`config.mk`:
```
export PLATFORM = sky130hd
export DESIGN_NAME = audio_mix_scheduler
export DESIGN_NICKNAME = d
export VERILOG_FILES = /design/src/rtl/audio_mix_scheduler.sv
export SDC_FILE = /design/constraint.sdc
export NUM_CORES = 1
export LEC_CHECK = 0
export BUFFER_PORTS_ARGS = -buffer_cell sky130_fd_sc_hd__clkbuf_2
export CORE_ASPECT_RATIO = 1.25
export CORE_MARGIN = 5
export CORE_UTILIZATION = 50
export DETAILED_ROUTE_END_ITERATION = 7
export GPL_ROUTABILITY_DRIVEN = 1
export PLACE_DENSITY = 0.71
export REMOVE_ABC_BUFFERS = 1
export SETUP_SLACK_MARGIN = 0.05
export SLEW_MARGIN = 20
export SYNTH_ARGS = -nofsm -noshare
export SYNTH_HDL_FRONTEND = slang
export SYNTH_SLANG_ARGS = --single-unit
```
`constraint.sdc`:
```
create_clock -name Clk -period 7.8 [get_ports Clk]
set_input_delay 0.39 -clock Clk [delete_from_list [all_inputs] [get_ports Clk]]
set_output_delay 0.39 -clock Clk [all_outputs]
set_load 0.01 [all_outputs]
```
`src/rtl/audio_mix_scheduler.sv`:
```
// Two-stream sample sequencer: looping music plus one-shot effect share one memory port,
// mixed with saturation once per sample tick.
module audio_mix_scheduler #(
    parameter int ADDR_W    = 17,
    parameter int TICK_DIV  = 92,
    parameter int MUSIC_END = 54831
) (
    input  logic                     Clk,
    input  logic                     Reset,
    input  logic                     INIT_FINISH,
    output logic                     INIT,
    input  logic                     Music_en,
    input  logic                     Sfx_start,
    input  logic [ADDR_W-1:0]        Sfx_base,
    input  logic [ADDR_W-1:0]        Sfx_len,
    output logic [ADDR_W-1:0]        Mem_addr,
    input  logic signed [15:0]       Mem_data,
    output logic signed [15:0]       Sample,
    output logic                     Sample_valid,
    output logic                     Sfx_busy,
    output logic                     Sfx_done
);

    localparam int CNT_W = $clog2(TICK_DIV);
    localparam logic [CNT_W-1:0] CNT_LAST = CNT_W'(TICK_DIV - 1);
    localparam logic [ADDR_W-1:0] M_END = ADDR_W'(MUSIC_END);
    localparam logic [ADDR_W-1:0] A_ONE = ADDR_W'(1);

    typedef enum logic [2:0] {
        S_WAIT_INIT,
        S_IDLE,
        S_FETCH_M,
        S_LATCH_M,
        S_FETCH_S,
        S_LATCH_S,
        S_MIX
    } state_t;

    state_t state_q, state_d;

    logic [CNT_W-1:0]  tick_cnt;
    logic              tick;
    logic              trig;
    logic [ADDR_W-1:0] music_addr;
    logic [ADDR_W-1:0] sfx_addr;
    logic [ADDR_W-1:0] sfx_rem;
    logic              sfx_fetch_ok;
    logic              sfx_take;
    logic signed [15:0] m_q;
    logic signed [15:0] s_q;
    logic signed [16:0] mix_sum;
    logic signed [15:0] mix_sat;

    assign tick     = (state_q == S_IDLE) && (tick_cnt == CNT_LAST);
    assign trig     = Sfx_start && (state_q != S_WAIT_INIT);
    assign sfx_take = (state_q == S_LATCH_S) && Sfx_busy && sfx_fetch_ok;

    always_ff @(posedge Clk) begin
        if (Reset) state_q <= S_WAIT_INIT;
        else       state_q <= state_d;
    end

    always_comb begin
        state_d = state_q;
        unique case (state_q)
            S_WAIT_INIT: if (INIT_FINISH) state_d = S_IDLE;
            S_IDLE:      if (tick) state_d = S_FETCH_M;
            S_FETCH_M:   state_d = S_LATCH_M;
            S_LATCH_M:   state_d = S_FETCH_S;
            S_FETCH_S:   state_d = S_LATCH_S;
            S_LATCH_S:   state_d = S_MIX;
            S_MIX:       state_d = S_IDLE;
            default:     state_d = S_WAIT_INIT;
        endcase
    end

    // Counter runs through the whole fetch/mix sequence so ticks stay exactly periodic.
    always_ff @(posedge Clk) begin
        if (Reset || state_q == S_WAIT_INIT) tick_cnt <= '0;
        else if (tick_cnt == CNT_LAST)       tick_cnt <= '0;
        else                                 tick_cnt <= tick_cnt + CNT_W'(1);
    end

    always_comb begin
        mix_sum = {m_q[15], m_q} + {s_q[15], s_q};
        if (mix_sum[16] != mix_sum[15])
            mix_sat = mix_sum[16] ? 16'sh8000 : 16'sh7FFF;
        else
            mix_sat = mix_sum[15:0];
    end

    // Address is presented during the FETCH cycle so data lands in the LATCH cycle.
    always_ff @(posedge Clk) begin
        if (Reset) begin
            INIT         <= 1'b0;
            Mem_addr     <= '0;
            music_addr   <= '0;
            m_q          <= '0;
            Sample       <= '0;
            Sample_valid <= 1'b0;
        end else begin
            INIT         <= 1'b1;
            Sample_valid <= 1'b0;
            if (tick) Mem_addr <= music_addr;
            if (state_q == S_LATCH_M) begin
                Mem_addr <= trig ? Sfx_base : sfx_addr;
                if (Music_en) begin
                    m_q        <= Mem_data;
                    music_addr <= (music_addr == M_END) ? '0 : music_addr + A_ONE;
                end else begin
                    m_q <= '0;
                end
            end
            if (state_q == S_MIX) begin
                Sample       <= mix_sat;
                Sample_valid <= 1'b1;
            end
        end
    end

    // fetch_ok marks that the address on the bus belongs to the effect now playing.
    always_ff @(posedge Clk) begin
        if (Reset) begin
            sfx_addr     <= '0;
            sfx_rem      <= '0;
            sfx_fetch_ok <= 1'b0;
            s_q          <= '0;
            Sfx_busy     <= 1'b0;
            Sfx_done     <= 1'b0;
        end else begin
            Sfx_done <= 1'b0;
            if (state_q == S_LATCH_M)
                sfx_fetch_ok <= trig ? (Sfx_len != '0) : Sfx_busy;
            else if (state_q == S_FETCH_S && trig)
                sfx_fetch_ok <= 1'b0;
            if (state_q == S_LATCH_S)
                s_q <= sfx_take ? Mem_data : 16'sh0000;
            if (trig) begin
                sfx_addr <= Sfx_base;
                sfx_rem  <= Sfx_len;
                Sfx_busy <= (Sfx_len != '0);
            end else if (sfx_take) begin
                sfx_addr <= sfx_addr + A_ONE;
                sfx_rem  <= sfx_rem - A_ONE;
                if (sfx_rem == A_ONE) begin
                    Sfx_busy <= 1'b0;
                    Sfx_done <= 1'b1;
                end
            end
        end
    end

endmodule

```
# == Word-level counts from Yosys, hierarchy flattened ==
# Cells that the tools add are included.
# word_totals
reg_bits,131
input_bits,55
output_inout_bits,37
elab_cells,74
# classes
add_sub_neg,5
eq_ne,12
muxes,24
bitwise_logic,1
reduce_logical,18
# op_table
op,n
$mux W17,8
$mux W16,4
$add A17 B1 Y17 const B,2
$pmux W3 S7,1
$add A16 B16 Y17,1
$eq A17 B1 Y1 const B,1
$eq A17 B16 Y1 const B,1
$reduce_bool A17 Y1,1
$sub A17 B1 Y17 const B,1
$eq A3 B3 Y1 const B,3
$mux W1,9
$reduce_bool A2 Y1,4
$add A7 B1 Y7 const B,1
$eq A7 B7 Y1 const B,1
$eq A3 B2 Y1 const B,2
$mux W3,2
$reduce_and A2 Y1,3
$logic_and A1 B1 Y1,5
$ne A2 B2 Y1 const B,2
$eq A3 B1 Y1 const B,1
$logic_not A3 Y1,1
$reduce_bool A3 Y1,1
$reduce_or A3 Y1,1
$reduce_or A2 Y1,1
other kinds (3),3

# == Logic depth before layout (Yosys ltp) ==
# Gate-level depths: netlist (run 1).
# logic_depth
depth_word,5
mapped_depth,12

# == Worst setup path before layout (run 1) ==
# Ideal clock, no wire load.
# synth_timing
kind,register -> register
startpoint,register m_q[0]
endpoint,register Sample[10]
arrival_time_ns,2.509
t_required_ns,7.734
slack_ns,5.225
stages_incl_launch_ff,13
n_path_buf,2
cell_sequence,dfxtp_1 > ha_1 > inv_1 > fa_1 > and2b_1 > o2111ai_2 > a31oi_2 > a21boi_2 > o31a_1 > buf_6 > buf_8 > maj3_2 > a21oi_2
# synth_via
elab_chain_len,3
# synth_rtl
element,line_no,source
from (decl),49,logic signed [15:0] m_q;
from (signal assigned),108,m_q <= Mem_data;
$add A16 B16 Y17 (*),85,"mix_sum = {m_q[15], m_q} + {s_q[15], s_q};"
$mux W16 or $ne A1 B1 Y1 (tied branches),"87, 86",
$mux W16 (*),86,if (mix_sum[16] != mix_sum[15])
to (signal assigned),115,Sample <= mix_sat;
to (decl),18,"output logic signed [15:0] Sample,"
# Every way passes the cells marked *; elsewhere a longest branch is shown, timed or not.
# A chain may end at the register's enable or synchronous reset.

# == Final worst setup path (run 1) ==
# layout_timing
startpoint,register m_q[0]
endpoint,register Sample[3]
# The elaborated chain is that of the path after synthesis.

==> impl_metrics.env, run 1 <==
export IMPL_reg2reg_setup_slack_ns=4.94
export IMPL_layout_area_overhead_vs_synth_pct=15.5
export IMPL_dr_total_vias=5823
export IMPL_grt_remaining_overflow=0
export IMPL_worst_setup_path_start_kind="register"
export IMPL_antenna_found_initial=0
export IMPL_dp_final_hpwl_mm=10.9
export IMPL_clock_fmax_mhz=350
export IMPL_netlist_instances=805
export IMPL_cts_root_to_sink_buffers=2
export IMPL_status="complete, no violations"
export IMPL_synth_main_ff_cell="dfxtp_1"
export IMPL_finalSetupViolations=0
export IMPL_crit_type="register to register"
export IMPL_worst_path_max_fanout=16
export IMPL_grt_pass1_vias=5815
export IMPL_floorplan_initialDensity_pct=50.4
export IMPL_final_layout_size_suffix_gt1_share_pct=18.1
export IMPL_crit_path_top_delay_cell="o31a_1"
export IMPL_dieWidth_um=113
export IMPL_post_route_period_util_pct=36.7
export IMPL_timing_critical_path_required_ns=8.14
export IMPL_tritoncts="done"
export IMPL_grt_start_max_net_pins=73
export IMPL_synth_async_sr_flop_share_pct=0
export IMPL_cts_setup_buffers=0
export IMPL_maxSlewHeadroom_pct=31.1
export IMPL_placement_rows=47
export IMPL_unrepaired_setup_endpoints_after_global_routing="no"
export IMPL_ir_drop_mv=0.0955
export IMPL_slew_viol_final=0
export IMPL_cell_chain_of_the_critical_path="ha_1 > inv_1 > fa_1 > and2b_1 > o2111ai_2 > a31oi_2 > a21boi_2 > o31a_1 > maj3_1 > a21oi_1"
export IMPL_antenna_cells=0
export IMPL_cts_htree_levels=4
export IMPL_synth_seq_area_share_pct=39.5
export IMPL_cts_buffers_inserted=17
export IMPL_drt_drc_violations_left=0
export IMPL_insertion_delay_ns=0.41
export IMPL_routed_wire_length_per_instance_um=15.0
export IMPL_timing_final_hold_violations=0
export IMPL_maxcap_violations=0
export IMPL_cts_repair_resize_count=0
export IMPL_syn_area_per_cell_um2=8.25
export IMPL_critPathArrivalTime_ns=3.19
export IMPL_core_area_mm2=0.0132
export IMPL_synthDominantAreaCellType="dfxtp_1"
export IMPL_powerDensity_mw_per_mm2=193
export IMPL_place_congestion=0.870
export IMPL_clock_root_buffer="clkbuf_16"
export IMPL_first_pass_grt_wire_length_mm=26.9
export IMPL_post_synth_instance_area_mm2=0.00665
export IMPL_synthesis_yosys_warnings=0
export IMPL_end_point_of_the_critical_path="Sample[3]"
export IMPL_synthTopCellsByArea="dfxtp_1 39%, nand2_1 5.9%, nor2_1 5.8%, xor2_1 5.3%, a21oi_1 5.0%"
export IMPL_synth_top_cell_area_share_pct=39.5
export IMPL_die_h_um=139
export IMPL_timing_clock_skew_ns=0.00933
export IMPL_timing_rr_start="m_q[0]"
export IMPL_holdCritPathClass="primary input to register"
export IMPL_antenna_viol_nets_final=0
export IMPL_total_negative_setup_slack_ns=0
export IMPL_power_static_leakage_uw=0.00294
export IMPL_finalWorstPathRequiredPeriod_ns=2.86
export IMPL_portBuffers=91
export IMPL_cp_slowest_stage_delay_ns=0.46
export IMPL_timing_critical_path_from="m_q[0]"
export IMPL_num_nets_final=947
export IMPL_yosys_cell_types_count=61
export IMPL_die_area_mm2=0.0157
export IMPL_critPathCaptureType="register"
export IMPL_clkSlewWorstSetupHoldPaths_ns=0.05
export IMPL_worst_r2r_path_depth=10
export IMPL_synth_seq_cells=131
export IMPL_cts_hold_buf=0
export IMPL_io_pin_count=92
export IMPL_max_slew_worst_pin_slew_ns=1.03
export IMPL_number_of_search_and_repair_iterations_in_the_first_detailed_routing_pass=5
export IMPL_routed_wirelength_mm=15.8
export IMPL_detail_route_vias_per_cell=5.53
export IMPL_groute_usage_overall_pct=20.6
export IMPL_sum_of_internal_switching_and_leakage_power_uw=1490
export IMPL_drt_iter0_markers=340
export IMPL_numClockSinks=131
export IMPL_num_fill_cells=1229
export IMPL_synth_enable_flop_cells=0
export IMPL_crit_reg2reg_capture="Sample[3]"
-- cell usage after synthesis (7+ instances only) --
cell / instances
a21oi_2: 12
nand2_1: 105
nor3_1: 12
nand3_1: 37
ha_1: 21
o21ai_0: 26
maj3_2: 12
xnor2_1: 22
nor4_1: 8
nand4_1: 11
a21oi_1: 66
inv_1: 12
nor2_1: 103
a211oi_1: 18
dfxtp_1: 131
clkbuf_1: 40
xor2_1: 40
a221oi_1: 15
a22oi_1: 16
a21o_1: 7
and3_1: 9
-- worst min-delay path by stage --
| stage | from | endpoint | slack (ns) | cells past startpoint |
|---|---|---|---|---|
| after floorplan | tick_cnt[0] | tick_cnt[0] | 0.42 | 1 |
| after global placement | tick_cnt[0] | tick_cnt[0] | 0.43 | 1 |
| after detailed placement | tick_cnt[0] | tick_cnt[0] | 0.45 | 1 |
| after CTS | Sfx_len[1] | sfx_rem[1] | 0.22 | 3 |
| after global routing | Sfx_len[1] | sfx_rem[1] | 0.24 | 3 |
| final | Sfx_len[1] | sfx_rem[1] | 0.23 | 3 |
-- cells in the final DEF, fill, tap and decap left out, types with 15 or more instances in the layout --
| master | count |
|---|---|
| dfxtp_1 | 131 |
| a221oi_1 | 15 |
| clkbuf_2 | 90 |
| a21oi_1 | 66 |
| clkbuf_16 | 17 |
| nand2_1 | 105 |
| ha_1 | 21 |
| a22oi_1 | 16 |
| xor2_1 | 40 |
| a211oi_1 | 18 |
| nor2_1 | 102 |
| o21ai_0 | 26 |
| nand3_1 | 37 |
| xnor2_1 | 22 |
-- metrics by stage --
step	setup WS (ns)	utilization (%)	hold WS, ns	area (um2)	instances
3_5_place_dp	4.95	54.2	0.446	7150	1022
2_1_floorplan	4.74	-	0.418	6420	753
5_1_grt	4.78	58.3	0.242	7680	1053
6_report	4.94	58.3	0.231	7680	1053
4_1_cts	4.93	58.3	0.215	7680	1053
3_3_place_gp	5.01	54.2	0.432	7150	1022
-- critical path: cells and delay by family, from the launching register on --
family	cells	cell delay, ns
AO/OA/AOI/OAI	5	1.17
adder cells (fa/ha/maj)	3	0.99
flip-flops	1	0.34
AND/OR/NAND/NOR	1	0.24
buffers and inverters	1	0.05
-- kinds of logic after synthesis --
| family | Yosys count | synth area share, % |
|---|---|---|
| AO/OA/AOI/OAI | 187 | 18.8 |
| XOR/XNOR | 62 | 8.17 |
| adder cells (fa/ha/maj) | 36 | 6.59 |
| buffers and inverters | 64 | 4.12 |
| flip-flops | 131 | 39.5 |
| multiplexers | 2 | 0.320 |
| AND/OR/NAND/NOR | 323 | 22.6 |
-- where the power goes --
| part | switching, uW | internal, uW | leakage, uW |
|---|---|---|---|
| registers | 12.0 | 682 | 0.00106 |
| clock network | 267 | 450 | 0.000265 |
| logic | 44.9 | 29.6 | 0.00161 |
| total | 324 | 1160 | 0.00294 |
-- area by class of cell --
| cell class | count | area (um2) | share of cell area, % |
|---|---|---|---|
| multi-input combinational | 610 | 3760 | 48.9 |
| sequential | 131 | 2620 | 34.2 |
| timing repair buffer | 98 | 508 | 6.62 |
| clock buffer | 25 | 475 | 6.19 |
| tap | 171 | 214 | 2.79 |
| clock inverter | 6 | 55.1 | 0.717 |
| inverter | 12 | 45.0 | 0.587 |
-- registers in the layout, summed over array words and instances (netlist names), 3 cells and up --
name / count
sfx_rem: 17
music_addr: 17
Sample: 16
m_q: 16
tick_cnt: 7
sfx_addr: 17
state_q: 3
Mem_addr: 17
s_q: 16
-- layer usage --
| layer | vias up | wire (um) | global-route usage (%) |
|---|---|---|---|
| met5 | - | 0 | 0 |
| met4 | 0 | 278 | 7.72 |
| met3 | 20 | 587 | 3.71 |
| met2 | 118 | 8080 | 35.5 |
| met1 | 2729 | 6840 | 25.3 |
| li1 | 2956 | - | - |
(Power assumes the default switching activity.)
==> inputs of run 2 (changes only) <==
--- a/config.mk
+++ b/config.mk
@@ -11,7 +11,7 @@
 export CORE_UTILIZATION = 50
 export DETAILED_ROUTE_END_ITERATION = 7
 export GPL_ROUTABILITY_DRIVEN = 1
-export PLACE_DENSITY = 0.71
+export PLACE_DENSITY = 0.74
 export REMOVE_ABC_BUFFERS = 1
 export SETUP_SLACK_MARGIN = 0.05
 export SLEW_MARGIN = 20
==> constraint.sdc (replaced) <==
create_clock -name Clk -period 2.6 [get_ports Clk]
set_input_delay 0.13 -clock Clk [delete_from_list [all_inputs] [get_ports Clk]]
set_output_delay 0.13 -clock Clk [all_outputs]
set_load 0.01 [all_outputs]
==> run 2 against run 1 <==
  * The flow now finishes with violations (setup timing)
  * Critical path depth up 1
  * First-iteration DRC count up 2.1%
  * Design area up 7.7%
  * Fmax up 8.8%
  * Total power rose to 3.2 times the previous value
  * Setup slack worse by 5.0 ns
  * Critical path type unchanged
==> impl_metrics.env, run 2 (synthesis results as in run 1) <==
export IMPL_critPathCaptureType="register"
export IMPL_number_of_search_and_repair_iterations_in_the_first_detailed_routing_pass=5
export IMPL_slew_viol_final=0
export IMPL_hold_path_end="s_q[2]"
export IMPL_layout_area_overhead_vs_synth_pct=24.5
export IMPL_tritoncts="done"
export IMPL_powerDensity_mw_per_mm2=569
export IMPL_failing_checks="setup timing"
export IMPL_switching_power_uw=1030
export IMPL_ir_drop_mv=0.438
export IMPL_finalSetupViolations=4
export IMPL_timing_rr_start="s_q[0]"
export IMPL_numClockSinks=131
export IMPL_max_slew_worst_pin_slew_ns=0.954
export IMPL_placement_rows=47
export IMPL_grt_pass1_vias=5883
export IMPL_sum_of_internal_switching_and_leakage_power_uw=4700
export IMPL_drt_iter0_markers=347
export IMPL_post_route_period_util_pct=101
export IMPL_place_congestion=0.833
export IMPL_routed_wire_length_per_instance_um=14.8
export IMPL_multiInputGateArea_mm2=0.00381
export IMPL_crit_type="register to register"
export IMPL_maxSlewHeadroom_pct=36.4
export IMPL_final_common_cell="dfxtp_1"
export IMPL_cts_htree_levels=4
export IMPL_num_fill_cells=1157
export IMPL_antenna_cells=0
export IMPL_cts_buffers_inserted=17
export IMPL_core_area_mm2=0.0132
export IMPL_first_pass_grt_wire_length_mm=27.2
export IMPL_reg2reg_setup_slack_ns=-0.03
export IMPL_antenna_viol_nets_final=0
export IMPL_maxcap_violations=0
export IMPL_die_h_um=139
export IMPL_net_sw_share_pct=21.9
export IMPL_clock_root_buffer="clkbuf_16"
export IMPL_finalWorstPathRequiredPeriod_ns=2.63
export IMPL_insertion_delay_ns=0.41
export IMPL_combinational_power_share_pct=5.7
export IMPL_post_route_util_pct=62.8
export IMPL_drt_drc_violations_left=0
export IMPL_seq_area_mm2=0.00263
export IMPL_dr_total_vias=6060
export IMPL_power_static_leakage_uw=0.00318
export IMPL_most_frequent_cells_in_the_layout="129 x dfxtp_1, 105 x nand2_1, 102 x nor2_1"
export IMPL_power_share_of_the_sequential_group_pct=44.2
export IMPL_grt_remaining_overflow=0
export IMPL_antenna_found_initial=0
export IMPL_worst_r2r_path_depth=11
export IMPL_floorplan_initialDensity_pct=50.4
export IMPL_timing_clock_skew_ns=0.00612
export IMPL_worst_setup_path_start_kind="register"
export IMPL_clock_fmax_mhz=381
export IMPL_dieWidth_um=113
export IMPL_power_clock_fraction_pct=50.1
export IMPL_io_pin_count=92
export IMPL_critPathArrivalTime_ns=2.97
export IMPL_worst_path_max_fanout=8
export IMPL_clkSlewWorstSetupHoldPaths_ns=0.05
export IMPL_dp_worst_setup_slack_ns=-0.0432
export IMPL_dp_final_hpwl_mm=11.0
export IMPL_crit_reg2reg_capture="Sample[3]"
export IMPL_internal_power_uw=3670
export IMPL_final_layout_size_suffix_gt1_share_pct=21.0
export IMPL_holdCritPathClass="primary input to register"
export IMPL_worst_hold_startpoint="Mem_data[2]"
export IMPL_layoutNonFillerInstCount=1101
export IMPL_cts_root_to_sink_buffers=2
export IMPL_timing_final_hold_violations=0
export IMPL_routed_wirelength_mm=16.3
export IMPL_die_area_mm2=0.0157
export IMPL_detail_route_vias_per_cell=5.50
export IMPL_unrepaired_setup_endpoints_after_global_routing="yes"
export IMPL_crit_path_setup_slack_layout_ns=-0.0279
export IMPL_grt_start_max_net_pins=90
export IMPL_timing_critical_path_required_ns=2.94
export IMPL_status="complete, but fails checks"
export IMPL_hold_depth=3
export IMPL_placed_cells=1037
export IMPL_groute_usage_overall_pct=20.8
export IMPL_num_nets_final=995
export IMPL_portBuffers=91
[run 2: cell types whose count changed in the layout (fill, tap and decap cells not counted), moves of 2 or more]
cell | before | now
clkbuf_1 | 6 | 2
maj3_1 | 2 | 0
dfxtp_2 | 0 | 2
buf_12 | 0 | 2
clkbuf_8 | 2 | 4
maj3_2 | 12 | 14
dfxtp_1 | 131 | 129
clkinv_2 | 5 | 2
buf_4 | 7 | 23
clkinvlp_4 | 0 | 3
dlygate4sd3_1 | 0 | 29
a21oi_2 | 12 | 14
a21oi_1 | 66 | 64
[run 2: routing by layer]
layer | vias up | GRT usage, % | share of wire [%]
met5 | - | 0 | 0
met4 | 0 | 8.35 | 2.3
met3 | 26 | 4.10 | 4.3
met2 | 148 | 35.9 | 51
met1 | 2822 | 25.3 | 42
li1 | 3064 | - | -
[run 2: final cells by class]
type	instances	area share [%]
Clock buffer	23	5.90
Clock inverter	8	1.23
Timing Repair Buffer	146	11.9
Sequential cell	131	31.7
Inverter	12	0.545
Multi-Input combinational cell	610	46.1
Tap cell	171	2.59
[run 2: worst max path at each step]
stage	startpoint	endpoint	slack [ns]	cells after the start
floorplan	state_q[1]	sfx_addr[16]	-0.46	7
global placement	m_q[0]	Sample[2]	0.03	11
detailed placement	m_q[0]	Sample[2]	-0.04	11
CTS	s_q[0]	Sample[3]	0.01	11
global route	m_q[0]	Sample[3]	-0.08	11
finish	s_q[0]	Sample[3]	-0.03	11
[run 2: power by group through the flow]
stage	clock network [uW]	registers, uW	logic [uW]
floorplan	0	2110	113
global placement	0	2120	228
detailed placement	0	2120	230
CTS	2390	2080	266
global route	2480	2080	298
finish	2360	2080	267
[run 2: worst max-delay path: stages (launching register included)]
cell and delay [ns]:
dfxtp_2 0.35, ha_4 0.14, inv_2 0.04, fa_2 0.35
and2b_2 0.26, o2111ai_4 0.16, a31oi_4 0.21, a21boi_2 0.08
o31a_1 0.35, clkbuf_16 0.19, maj3_2 0.31, a21oi_2 0.11
[run 2: stage by stage]
step           hold slack [ns]  setup TNS (ns)  area (um2)
2_1_floorplan            0.199           -2.30        6420
3_3_place_gp             0.383               0        7280
3_5_place_dp             0.396         -0.0920        7280
4_1_cts               0.000760               0        8190
5_1_grt                 0.0130          -0.844        8270
6_report               0.00895         -0.0576        8270
[run 2: timing repair]
action	in CTS	in global routing
setup endpoints to repair	14	15
hold endpoints to repair	37	0
pin swaps	1	31
gates resized for setup	3	12
gates cloned	0	1
buffers inserted	2	1
hold buffers	29	0
==> inputs of run 3 (changes only) <==
--- a/config.mk
+++ b/config.mk
@@ -5,13 +5,14 @@
 export SDC_FILE = /design/constraint.sdc
 export NUM_CORES = 1
 export LEC_CHECK = 0
+export ABC_AREA = 1
 export BUFFER_PORTS_ARGS = -buffer_cell sky130_fd_sc_hd__clkbuf_2
 export CORE_ASPECT_RATIO = 1.25
 export CORE_MARGIN = 5
 export CORE_UTILIZATION = 50
 export DETAILED_ROUTE_END_ITERATION = 7
 export GPL_ROUTABILITY_DRIVEN = 1
-export PLACE_DENSITY = 0.74
+export PLACE_DENSITY = 0.73
 export REMOVE_ABC_BUFFERS = 1
 export SETUP_SLACK_MARGIN = 0.05
 export SLEW_MARGIN = 20
==> run 3 against run 2 <==
  * Largest cell class unchanged
  * Die area increased by 5.0%
  * Combinational power increased by 130%
  * The run now ends clean
  * Synthesized cell count increased by 29%
  * Design area increased by 4.0%
  * Sequential share of layout area decreased by 1.3 points
==> impl_metrics.env, run 3 <==
export IMPL_yosys_cell_types_count=45
export IMPL_worst_setup_path_start_kind="register"
export IMPL_timing_clock_skew_ns=0.00632
export IMPL_maxSlewHeadroom_pct=43.6
export IMPL_portBuffers=91
export IMPL_net_sw_share_pct=24.3
export IMPL_detail_route_wirelength_met1_mm=7.96
export IMPL_timing_rr_start="m_q[0]"
export IMPL_io_pin_count=92
export IMPL_antenna_found_initial=0
export IMPL_ys_top_cells_by_count="332 x nand2_1, 131 x dfxtp_1, 104 x inv_1, 86 x nor2_1, 82 x a21oi_1"
export IMPL_synthTopCellsByArea="dfxtp_1 37%, nand2_1 18%, a21oi_1 5.9%, inv_1 5.6%, nor2_1 4.6%"
export IMPL_first_pass_grt_wire_length_mm=30.4
export IMPL_total_negative_setup_slack_ns=0
export IMPL_post_synth_instance_area_mm2=0.00701
export IMPL_worst_path_buf_inv=2
export IMPL_worst_path_max_fanout=15
export IMPL_reg2reg_setup_slack_ns=0.30
export IMPL_drt_iter0_markers=408
export IMPL_synth_main_ff_cell="dfxtp_1"
export IMPL_final_layout_size_suffix_gt1_share_pct=13.5
export IMPL_post_route_util_pct=62.3
export IMPL_clock_fmax_mhz=436
export IMPL_slew_viol_final=0
export IMPL_synth_top_cell_area_share_pct=37.4
export IMPL_worst_hold_startpoint="Sfx_base[2]"
export IMPL_synth_async_sr_flop_share_pct=0
export IMPL_dr_total_vias=7075
export IMPL_finalWorstPathRequiredPeriod_ns=2.30
export IMPL_maxcap_violations=0
export IMPL_antenna_cells=0
export IMPL_grt_start_max_net_pins=79
export IMPL_layout_area_overhead_vs_synth_pct=22.8
export IMPL_unrepaired_setup_endpoints_after_global_routing="no"
export IMPL_power_share_of_the_sequential_group_pct=39.5
export IMPL_core_area_mm2=0.0138
export IMPL_routed_wire_length_per_instance_um=13.4
export IMPL_final_common_cell="nand2_1"
export IMPL_cp_slowest_stage_delay_ns=0.40
export IMPL_netlist_instances=1039
export IMPL_route_met3_wl_um=853
export IMPL_power_clock_fraction_pct=49.1
export IMPL_max_slew_worst_pin_slew_ns=0.847
export IMPL_synth_seq_area_share_pct=37.4
export IMPL_synthDominantAreaCellType="dfxtp_1"
export IMPL_placement_rows=48
export IMPL_clock_root_buffer="clkbuf_16"
export IMPL_hold_path_end="sfx_addr[2]"
export IMPL_numClockSinks=131
export IMPL_final_hold_worst_slack_ns=0.0154
export IMPL_routed_wirelength_mm=18.1
export IMPL_internal_power_uw=4080
export IMPL_floorplan_initialDensity_pct=50.7
export IMPL_grt_pass1_vias=6750
export IMPL_critPathCaptureType="register"
export IMPL_sum_of_internal_switching_and_leakage_power_uw=5390
export IMPL_worst_path_dominant_cell_family="simple AND/OR/NAND/NOR gates"
export IMPL_switching_power_uw=1310
export IMPL_holdCritPathClass="primary input to register"
export IMPL_antenna_viol_nets_final=0
export IMPL_num_nets_final=1236
export IMPL_clkSlewWorstSetupHoldPaths_ns=0.06
export IMPL_place_congestion=0.889
export IMPL_crit_reg2reg_capture="Sample[13]"
export IMPL_grt_remaining_overflow=0
export IMPL_finalSetupViolations=0
export IMPL_power_static_leakage_uw=0.00381
export IMPL_groute_usage_overall_pct=22.8
export IMPL_status="complete, no violations"
export IMPL_cell_chain_of_the_critical_path="ha_1 > inv_1 > fa_1 > inv_1 > nand2_1 > nand2_1 > nand3_1 > nand2_1 > nand2_1 > nand3_1 > nand2_1 > nand2_1 > nand3_1 > a21oi_1"
export IMPL_cts_htree_levels=4
export IMPL_route_top_layer_used="met4"
export IMPL_cts_root_to_sink_buffers=2
export IMPL_hold_depth=3
export IMPL_combinational_power_share_pct=11.4
export IMPL_met2_wirelength_from_detailed_routing_mm=8.78
export IMPL_die_area_mm2=0.0165
export IMPL_dp_final_hpwl_mm=12.7
export IMPL_tritoncts="done"
export IMPL_syn_area_per_cell_um2=6.74
export IMPL_dieWidth_um=116
export IMPL_detail_route_vias_per_cell=5.25
export IMPL_most_frequent_cells_in_the_layout="332 x nand2_1, 131 x dfxtp_1, 104 x inv_1"
export IMPL_synth_enable_flop_cells=0
export IMPL_drt_drc_violations_left=0
export IMPL_post_route_period_util_pct=88.3
export IMPL_insertion_delay_ns=0.43
export IMPL_worst_r2r_path_depth=14
export IMPL_crit_type="register to register"
export IMPL_synthesis_yosys_warnings=0
export IMPL_timing_critical_path_required_ns=2.95
export IMPL_synthMostInstantiatedCell="nand2_1"
export IMPL_crit_path_top_delay_cell="fa_1"
export IMPL_synth_seq_cells=131
export IMPL_die_h_um=142
export IMPL_worst_path_most_repeated_cell="nand2_1"
export IMPL_number_of_search_and_repair_iterations_in_the_first_detailed_routing_pass=6
export IMPL_ir_drop_mv=0.352
export IMPL_critPathArrivalTime_ns=2.65
export IMPL_powerDensity_mw_per_mm2=626
export IMPL_timing_final_hold_violations=0
export IMPL_cts_buffers_inserted=17
run 3: cell type report:
type | instances | area, um2
fill | 1310 | 5210
multi-input combinational | 763 | 3810
sequential | 131 | 2620
timing repair buffer | 138 | 893
clock buffer | 22 | 474
inverter | 108 | 405
tap | 175 | 219
clock inverter | 10 | 178
run 3: what timing repair did:
action | 4_1_cts | 5_1_grt
hold endpoints to repair | 50 | 0
hold buffers | 34 | 0
endpoints found under the setup margin | 0 | 0
buffers inserted | 0 | 0
resized for setup | 0 | 0
run 3: worst max-delay path by stage:
stage	from	end	slack (ns)	depth (start not counted)
2_1_floorplan	state_q[0]	sfx_addr[16]	-0.25	9
3_3_place_gp	m_q[0]	Sample[13]	0.39	14
3_5_place_dp	m_q[0]	Sample[13]	0.30	14
4_1_cts	m_q[0]	Sample[14]	0.27	14
5_1_grt	s_q[0]	Sample[14]	0.05	14
6_report	m_q[0]	Sample[13]	0.30	14
run 3: kinds of logic (layout without fill, tap and decap cells):
group | Yosys count | after routing | synth area share, %
and+or+nand+nor | 517 | 517 | 31.1
AOI/OAI and AO/OA | 196 | 196 | 15.7
buffers and inverters | 145 | 278 | 8.20
DFF | 131 | 131 | 37.4
xor gates and xnor gates | 28 | 28 | 3.50
adders and majority gates | 22 | 22 | 4.04
run 3: worst register-to-register path: stages (launching register included):
cell and delay, ns:
dfxtp_1 0.34, ha_1 0.17, inv_1 0.05, fa_1 0.40
inv_1 0.07, nand2_1 0.04, nand2_1 0.07, nand3_1 0.07
nand2_1 0.14, nand2_1 0.09, nand3_1 0.07, nand2_1 0.07
nand2_1 0.36, nand3_1 0.14, a21oi_1 0.14
run 3: metrics by stage:
step	worst slack [ns]	cell area, um2	instances
after floorplan	-0.250	6840	1002
after global placement	0.391	7610	1281
after detailed placement	0.297	7610	1281
after CTS	0.275	8600	1347
after global routing	0.0510	8600	1347
final	0.305	8600	1347
run 3: layer usage:
| layer | up-vias | GRT usage, % |
|---|---|---|
| met5 | - | 0 |
| met4 | 0 | 10.1 |
| met3 | 36 | 4.42 |
| met2 | 193 | 39.0 |
| met1 | 3209 | 27.6 |
| li1 | 3637 | - |
run 3: power by group through the flow:
stage | sequential, uW | clock [uW] | combinational [uW]
2_1_floorplan | 2160 | 0 | 374
3_3_place_gp | 2160 | 0 | 558
3_5_place_dp | 2170 | 0 | 567
4_1_cts | 2120 | 2690 | 613
5_1_grt | 2130 | 2770 | 699
6_report | 2130 | 2640 | 615
